===== src/rtl/voice_allocator.sv =====
// voice_allocator: polyphonic voice scheduler sharing a bank of envelope
// instances between note-on/note-off events.
// Build option: define VOICE_STEAL_EN to steal the oldest held voice when all
// voices are held. Without it, such a note-on is discarded and drop_o pulses.
module voice_allocator #(
  parameter int NUM_VOICES = 4,
  parameter int NOTE_WIDTH = 7
) (
  input  logic                             clk_i,
  input  logic                             rst_i,
  input  logic                             event_valid_i,
  output logic                             event_ready_o,
  input  logic                             event_on_i,
  input  logic [NOTE_WIDTH-1:0]            event_note_i,
  input  logic [NUM_VOICES-1:0]            env_idle_i,
  output logic [NUM_VOICES-1:0]            gate_o,
  output logic [NUM_VOICES*NOTE_WIDTH-1:0] voice_note_o,
  output logic                             steal_o,
  output logic                             drop_o
);

  localparam int IW = $clog2(NUM_VOICES);

  typedef logic [IW-1:0]         idx_t;
  typedef logic [NOTE_WIDTH-1:0] note_t;

  typedef enum logic [1:0] {
    V_FREE      = 2'd0,
    V_HELD      = 2'd1,
    V_RELEASING = 2'd2
  } vstate_e;

  // Control FSM: RETRIG is the single cycle where a retriggered voice has
  // its gate held low and no new event may be accepted.
  typedef enum logic {
    CTL_RUN    = 1'b0,
    CTL_RETRIG = 1'b1
  } ctl_e;

  vstate_e vstate_q [NUM_VOICES];
  vstate_e vstate_d [NUM_VOICES];
  idx_t    rank_q   [NUM_VOICES];
  idx_t    rank_d   [NUM_VOICES];
  note_t   note_q   [NUM_VOICES];
  note_t   note_d   [NUM_VOICES];

  logic [NUM_VOICES-1:0] gate_q, gate_d;
  ctl_e                  ctl_q, ctl_d;
  idx_t                  retrig_q, retrig_d;
  logic                  ready_q;

`ifdef VOICE_STEAL_EN
  logic steal_q, steal_d;
  logic any_held;
  idx_t held_idx;
`else
  logic drop_q, drop_d;
`endif

  // Candidate voices for the incoming event
  logic hit, any_free, any_rel;
  idx_t hit_idx, free_idx, rel_idx;

  // Allocation decision for this cycle
  logic accept, alloc, alloc_retrig;
  idx_t alloc_idx;

  // Candidate search: held voice with the event note, lowest free voice,
  // oldest releasing voice and (with stealing) oldest held voice.
  always_comb begin
    // NOTE: every combinational output gets a default first so no path
    // leaves it unassigned, which would otherwise infer a latch.
    hit      = 1'b0;
    hit_idx  = '0;
    any_free = 1'b0;
    free_idx = '0;
    any_rel  = 1'b0;
    rel_idx  = '0;
`ifdef VOICE_STEAL_EN
    any_held = 1'b0;
    held_idx = '0;
`endif
    // Descending scan so the lowest matching index is the one kept.
    for (int v = NUM_VOICES - 1; v >= 0; v--) begin
      if (vstate_q[v] == V_HELD && note_q[v] == event_note_i) begin
        hit     = 1'b1;
        hit_idx = idx_t'(v);
      end
      if (vstate_q[v] == V_FREE) begin
        any_free = 1'b1;
        free_idx = idx_t'(v);
      end
    end
    // Oldest means largest age rank; ranks are unique so there are no ties.
    for (int v = 0; v < NUM_VOICES; v++) begin
      if (vstate_q[v] == V_RELEASING && (!any_rel || rank_q[v] > rank_q[rel_idx])) begin
        any_rel = 1'b1;
        rel_idx = idx_t'(v);
      end
`ifdef VOICE_STEAL_EN
      if (vstate_q[v] == V_HELD && (!any_held || rank_q[v] > rank_q[held_idx])) begin
        any_held = 1'b1;
        held_idx = idx_t'(v);
      end
`endif
    end
  end

  // Next-state logic: idle retirement, RETRIG completion, event handling
  always_comb begin
    // NOTE: combinational blocks use blocking '=' so later statements see
    // earlier results; only the clocked block uses non-blocking '<='.
    vstate_d     = vstate_q;
    rank_d       = rank_q;
    note_d       = note_q;
    gate_d       = gate_q;
    ctl_d        = CTL_RUN;
    retrig_d     = retrig_q;
    alloc        = 1'b0;
    alloc_retrig = 1'b0;
    alloc_idx    = '0;
`ifdef VOICE_STEAL_EN
    steal_d      = 1'b0;
`else
    drop_d       = 1'b0;
`endif

    // Releasing voices whose envelope reached zero go back to the free pool.
    for (int v = 0; v < NUM_VOICES; v++) begin
      if (vstate_q[v] == V_RELEASING && env_idle_i[v]) begin
        vstate_d[v] = V_FREE;
      end
    end

    // Second RETRIG cycle: raise the gate again.
    if (ctl_q == CTL_RETRIG) begin
      gate_d[retrig_q] = 1'b1;
    end

    accept = event_valid_i && ready_q;

    if (accept) begin
      if (event_on_i) begin
        if (hit) begin
          alloc        = 1'b1;
          alloc_retrig = 1'b1;
          alloc_idx    = hit_idx;
        end else if (any_free) begin
          alloc     = 1'b1;
          alloc_idx = free_idx;
        end else if (any_rel) begin
          alloc     = 1'b1;
          alloc_idx = rel_idx;
        end else begin
`ifdef VOICE_STEAL_EN
          alloc        = 1'b1;
          alloc_retrig = 1'b1;
          alloc_idx    = held_idx;
          steal_d      = 1'b1;
`else
          drop_d = 1'b1;
`endif
        end
      end else if (hit) begin
        vstate_d[hit_idx] = V_RELEASING;
        gate_d[hit_idx]   = 1'b0;
      end
    end

    // Allocation overrides an idle retirement of the same voice. Every
    // note-on assignment, retrigger included, makes the voice the newest.
    if (alloc) begin
      vstate_d[alloc_idx] = V_HELD;
      note_d[alloc_idx]   = event_note_i;
      gate_d[alloc_idx]   = !alloc_retrig;
      for (int u = 0; u < NUM_VOICES; u++) begin
        if (rank_q[u] < rank_q[alloc_idx]) begin
          rank_d[u] = rank_q[u] + 1'b1;
        end
      end
      rank_d[alloc_idx] = '0;
      if (alloc_retrig) begin
        ctl_d    = CTL_RETRIG;
        retrig_d = alloc_idx;
      end
    end
  end

  // State registers with synchronous reset
  always_ff @(posedge clk_i) begin
    if (rst_i) begin
      // NOTE: the per-voice arrays are ordinary flops rather than a RAM, so
      // every entry is cleared; ranks must restart as a valid permutation.
      for (int v = 0; v < NUM_VOICES; v++) begin
        vstate_q[v] <= V_FREE;
        rank_q[v]   <= idx_t'(v);
        note_q[v]   <= '0;
      end
      gate_q   <= '0;
      ctl_q    <= CTL_RUN;
      retrig_q <= '0;
      ready_q  <= 1'b1;
`ifdef VOICE_STEAL_EN
      steal_q  <= 1'b0;
`else
      drop_q   <= 1'b0;
`endif
    end else begin
      vstate_q <= vstate_d;
      rank_q   <= rank_d;
      note_q   <= note_d;
      gate_q   <= gate_d;
      ctl_q    <= ctl_d;
      retrig_q <= retrig_d;
      ready_q  <= (ctl_d == CTL_RUN);
`ifdef VOICE_STEAL_EN
      steal_q  <= steal_d;
`else
      drop_q   <= drop_d;
`endif
    end
  end

  // Flatten per-voice notes onto the output bus
  always_comb begin
    voice_note_o = '0;
    for (int v = 0; v < NUM_VOICES; v++) begin
      voice_note_o[v*NOTE_WIDTH +: NOTE_WIDTH] = note_q[v];
    end
  end

  assign gate_o        = gate_q;
  assign event_ready_o = ready_q;

`ifdef VOICE_STEAL_EN
  assign steal_o = steal_q;
  assign drop_o  = 1'b0;
`else
  assign steal_o = 1'b0;
  assign drop_o  = drop_q;
`endif

endmodule


===== config.mk =====
export PLATFORM = sky130hd
export DESIGN_NAME = voice_allocator
export DESIGN_NICKNAME = d
export VERILOG_FILES = /design/src/rtl/voice_allocator.sv
export SDC_FILE = /design/constraint.sdc
export NUM_CORES = 1
export LEC_CHECK = 0
export ABC_CLOCK_PERIOD_IN_PS = 5900
export BUFFER_PORTS_ARGS = -buffer_cell sky130_fd_sc_hd__buf_2
export CAP_MARGIN = 25
export CORE_MARGIN = 2
export CORE_UTILIZATION = 43
export CTS_CLUSTER_DIAMETER = 30
export DETAILED_ROUTE_END_ITERATION = 8
export HOLD_SLACK_MARGIN = 0.06
export PLACE_DENSITY = 0.74
export SETUP_SLACK_MARGIN = 0.02
export SLEW_MARGIN = 20
export SYNTH_ARGS = -nofsm -noshare
export SYNTH_HDL_FRONTEND = slang
export SYNTH_SLANG_ARGS = --single-unit
export TNS_END_PERCENT = 30

===== constraint.sdc =====
create_clock -name clk_i -period 5.9 [get_ports clk_i]
set_input_delay 0.295 -clock clk_i [delete_from_list [all_inputs] [get_ports clk_i]]
set_output_delay 0.295 -clock clk_i [all_outputs]
set_load 0.02 [all_outputs]

==> impl_results.md <==
* Combinational family with the most area after synthesis: simple AND/OR/NAND/NOR gates
* Proportion of synthesized area in mux cells at a little under an eighth
* Seq. cell area at 1060 sq um
* Top-count cell post-synth: nor2_1
* Distinct cells, synth at 57
* FF-to-FF path depth at 24
* CTS Buf Count at 5
* Static leakage at 0.00152 uW
* Area overhead of the layout relative to synthesis at 12.5%
* Hold Startpoint: event_on_i
* Proportion of total power due to net switching at 27.0%
* Required time at the endpoint of the critical path at 6120 ps
* Ranking of synthesized cells by area: dfxtp_1 (35%), mux2i_1 (9.9%), nor2_1 (7.1%), xor2_1 (4.9%), xnor2_1 (4.3%)
* Final max-slew violation count at 0
* Layer with the highest usage after global routing: met2
* Area of the core region at 6790 sq um
* P per Cell Area at 210 nW/um^2
* Worst min-delay path class: in2reg
* Kind of launch point of the worst setup path: flop
* Combinational fraction of design power at 11.1%
* EDFF count, synth at 0
* Adder-cell area share of the yosys netlist at 4.12%
* Clock network fraction of total power at 37.2%
* Number of levels the H-tree was split into at 2
* Outcome: complete, no violations
* Worst-case register-to-register setup slack at 350 ps
* Tightest slew margin relative to the limit at a little under three fifths
* Number of nets produced by synthesis at 367
* Count of nets left with antenna violations after detail routing at 0
* Maximum capacitance violations at 0
* Placed instance area at 3270 sq um
* Largest area contributor in the synthesized netlist: dfxtp_1
* Fraction of final layout cells with drive strength greater than 1 at 20.7%
* Number of antenna violations at the first check in global routing at 0
* Reg-to-Reg End: rank_q[3]
* Routed via count divided by cell count at 5.34
* Initial core utilization at 44.7%
* Number of hold violations in the final report at 0
* Clock root cell: clkbuf_8
* Endpoint of the worst hold path: drop_o
* Fraction of the yosys area taken by sequential cells at a little over a third
* Clock buffer depth at 2
* Routed length per instance at 14.7 um
* Final Cell Area at 3410 sq um
* Number of clock sinks at 53
* DRT Pass-1 Iters at 4
* Commonest cells post-synth: nor2_1 (57), dfxtp_1 (53), mux2i_1 (30)
* Chip width at 88 um
* DIE AREA at 7740 sq um
* Arrival time of data at the critical path endpoint at 5780 ps
* Syn Inst Count at 342
* Yosys warning total at 0
* CTS tree: built
* Grt met1 use at 24.0%
* Number of fill cells at 652
* Area share of the leading cell type in the synthesized netlist at 35.0%
* Mapped Avg Cell Area at 8.87 sq um
* Routed Wire Length at 7020 um
* XOR/XNOR Fraction of Synth Area at 9.24%
* Fraction of the mapped netlist area in simple logic gates at a little over a fifth
* Overall track demand over capacity in global routing at 19.4%
* Setup Viol. Count Final at 0
* Clock transition at the registers of the reported paths at about 100 ps
* Cell Int Power at 524 uW
* GPL Wtd Cong at 0.921
* Ys flop type: dfxtp_1
* Post-placement worst setup slack at ~110 ps
* Io pins at 50
* Period Utilization, post-route at 94.1%
* Largest net degree at the start of global routing at 47
* Launch instance of the worst register-to-register path: rank_q[7]
* Count of input and output buffers at 48
* Maximum fanout along the worst path at 8
* FFs w/ async S/R, synth at 0%
* Number of design rule violations left after detail routing at 0
* Peak VDD IR at 0.000163 V
* Initial drt markers at 168
* Total via count after detailed routing at 2554
* Wire length of the first global-routing pass at 11700 um
* Portion of total power attributed to sequential cells at between 50% and 60%
* Max frequency at ~180 MHz
* Cell Area, Synth at 3030 sq um
* Estimated wirelength of the detail-placed design at 5230 um
* Net switching power of the design at slightly below 200 uW
* Vias in the first global route at roughly 2500
* Post-layout min period at 5550 ps
* Number of antenna diodes at 0
* Complex-gate fraction of the synthesized area at approximately an eighth
* Overflow after GRT at 0
* Vert. Die Dim at around 90 um
* Hold Path Stages at 3
* Multi-input gate area in the final layout at 1800 sq um
* Placement Rows at 30
* Setup CP Type: reg2reg
* Met3 track demand over resource in global routing at 4.90%
* Seq cells post-synth at 53
* Pin slew with the least headroom to its limit at 675 ps
* Total chip power at between 700 and 800 uW
* Nets at 406
* Worst-case setup margin in the final layout at between 300 and 400 ps
* Insertion delay of the later-clocked pin in the worst-skew pair at 320 ps
* Kind of capture point of the worst setup path: flop
* Worst Skew at ~12 ps
* Met2 routing resource usage after global routing at between 30% and 40%
-- power groups by stage --
stage / Sequential [uW] / Combinational [uW] / Clock (uW)
2_1_floorplan: 383 / 57.3 / 0
3_3_place_gp: 379 / 77.8 / 0
3_5_place_dp: 379 / 79.0 / 0
4_1_cts: 371 / 79.4 / 269
5_1_grt: 372 / 88.8 / 282
6_report: 371 / 80.0 / 267
-- layout by cell type, fill, tap and decap left out, types with 2 or more instances in the layout --
cell type / netlist / routed
a211oi_1: 4 / 4
ha_1: 10 / 10
a311oi_1: 2 / 2
nor2_1: 57 / 57
nand2_1: 17 / 17
inv_1: 12 / 12
a221oi_2: 2 / 3
buf_4: 9 / 3
nor3_1: 8 / 8
o21ai_1: 3 / 4
a21oi_1: 13 / 12
and3_1: 4 / 4
nand3_1: 3 / 3
xnor2_1: 15 / 15
nand4_1: 9 / 9
buf_2: 1 / 48
nor3b_1: 2 / 2
dfxtp_1: 53 / 52
or4_1: 4 / 4
clkbuf_8: 0 / 5
nor2b_1: 5 / 5
mux2i_1: 30 / 30
xor2_1: 17 / 17
mux2_1: 4 / 4
nand2b_1: 4 / 4
o21a_1: 2 / 2
o21ai_0: 14 / 12
and2_1: 2 / 2
-- worst max-delay path: stages, from the launching register on --
cell and delay, ps:
dfxtp_2 380, inv_1 70, ha_1 280, nor2b_1 130
o21ai_1 90, a21oi_2 220, mux2i_1 260, ha_1 290
a221oi_2 280, o21bai_2 210, nor2_1 60, a21oi_1 140
ha_1 260, nor2b_1 130, o21ai_0 180, o221ai_1 190
nor2_1 160, nor2_1 90, o211ai_4 330, mux2_1 370
o21ai_2 210, ha_1 280, or4_1 520, xnor2_1 150
a21o_1 180
-- cell families (layout without fill, tap and decap cells) --
| group | Yosys count | after routing |
|---|---|---|
| AOI/OAI and AO/OA | 53 | 53 |
| xor gates and xnor gates | 32 | 32 |
| adders and majority gates | 10 | 10 |
| buffers and inverters | 32 | 72 |
| DFF | 53 | 53 |
| muxes | 34 | 34 |
| other | 1 | 1 |
| and+or+nand+nor | 127 | 127 |
-- layout make-up --
cell class | instances | share of cell area, %
repair buffers | 51 | 7.70
flip-flops and latches | 53 | 31.1
well taps | 96 | 3.52
clock buffers | 5 | 2.02
multi-input cells | 257 | 52.8
inverters | 13 | 1.43
clock inverters | 3 | 1.47
-- how the worst max path moves through the flow --
stage / slack (ps) / from / depth (start not counted) / to
final: 350 / rank_q[7] / 24 / rank_q[3]
after global routing: -60 / rank_q[7] / 24 / rank_q[3]
after CTS: 90 / rank_q[7] / 24 / rank_q[3]
after detailed placement: 110 / rank_q[7] / 24 / rank_q[3]
after global placement: 380 / rank_q[7] / 24 / rank_q[3]
after floorplan: 690 / rank_q[7] / 24 / rank_q[3]
-- metal layers --
metal / up-vias / part of all wire, %
li1: 1262 / -
met1: 1197 / 45
met2: 76 / 46
met3: 19 / 6.0
met4: 0 / 2.9
met5: - / 0
-- state kept, by name (all words and copies together) (netlist names) --
signal and count:
drop_o 1, retrig_q 2, event_ready_o 1, ctl_q 1, voice_note_o 28, rank_q 8, vstate_q 8, gate_o 4
-- per-stage QoR --
step | cells | hold slack (ps) | utilization, % | setup TNS (ps)
floorplan | 342 | 456 | - | 0
global placement | 469 | 474 | 48.1 | 0
detailed placement | 469 | 490 | 48.1 | 0
CTS | 477 | 287 | 49.9 | 0
global route | 478 | 314 | 50.3 | -98.8
finish | 478 | 291 | 50.3 | 0
-- timing repair --
action                                  4_1_cts  5_1_grt
resized for setup                             0        7
setup buffers                                 0        1
endpoints found under the setup margin        0        8
hold buffers                                  0        0
(Power assumes the default switching activity.)
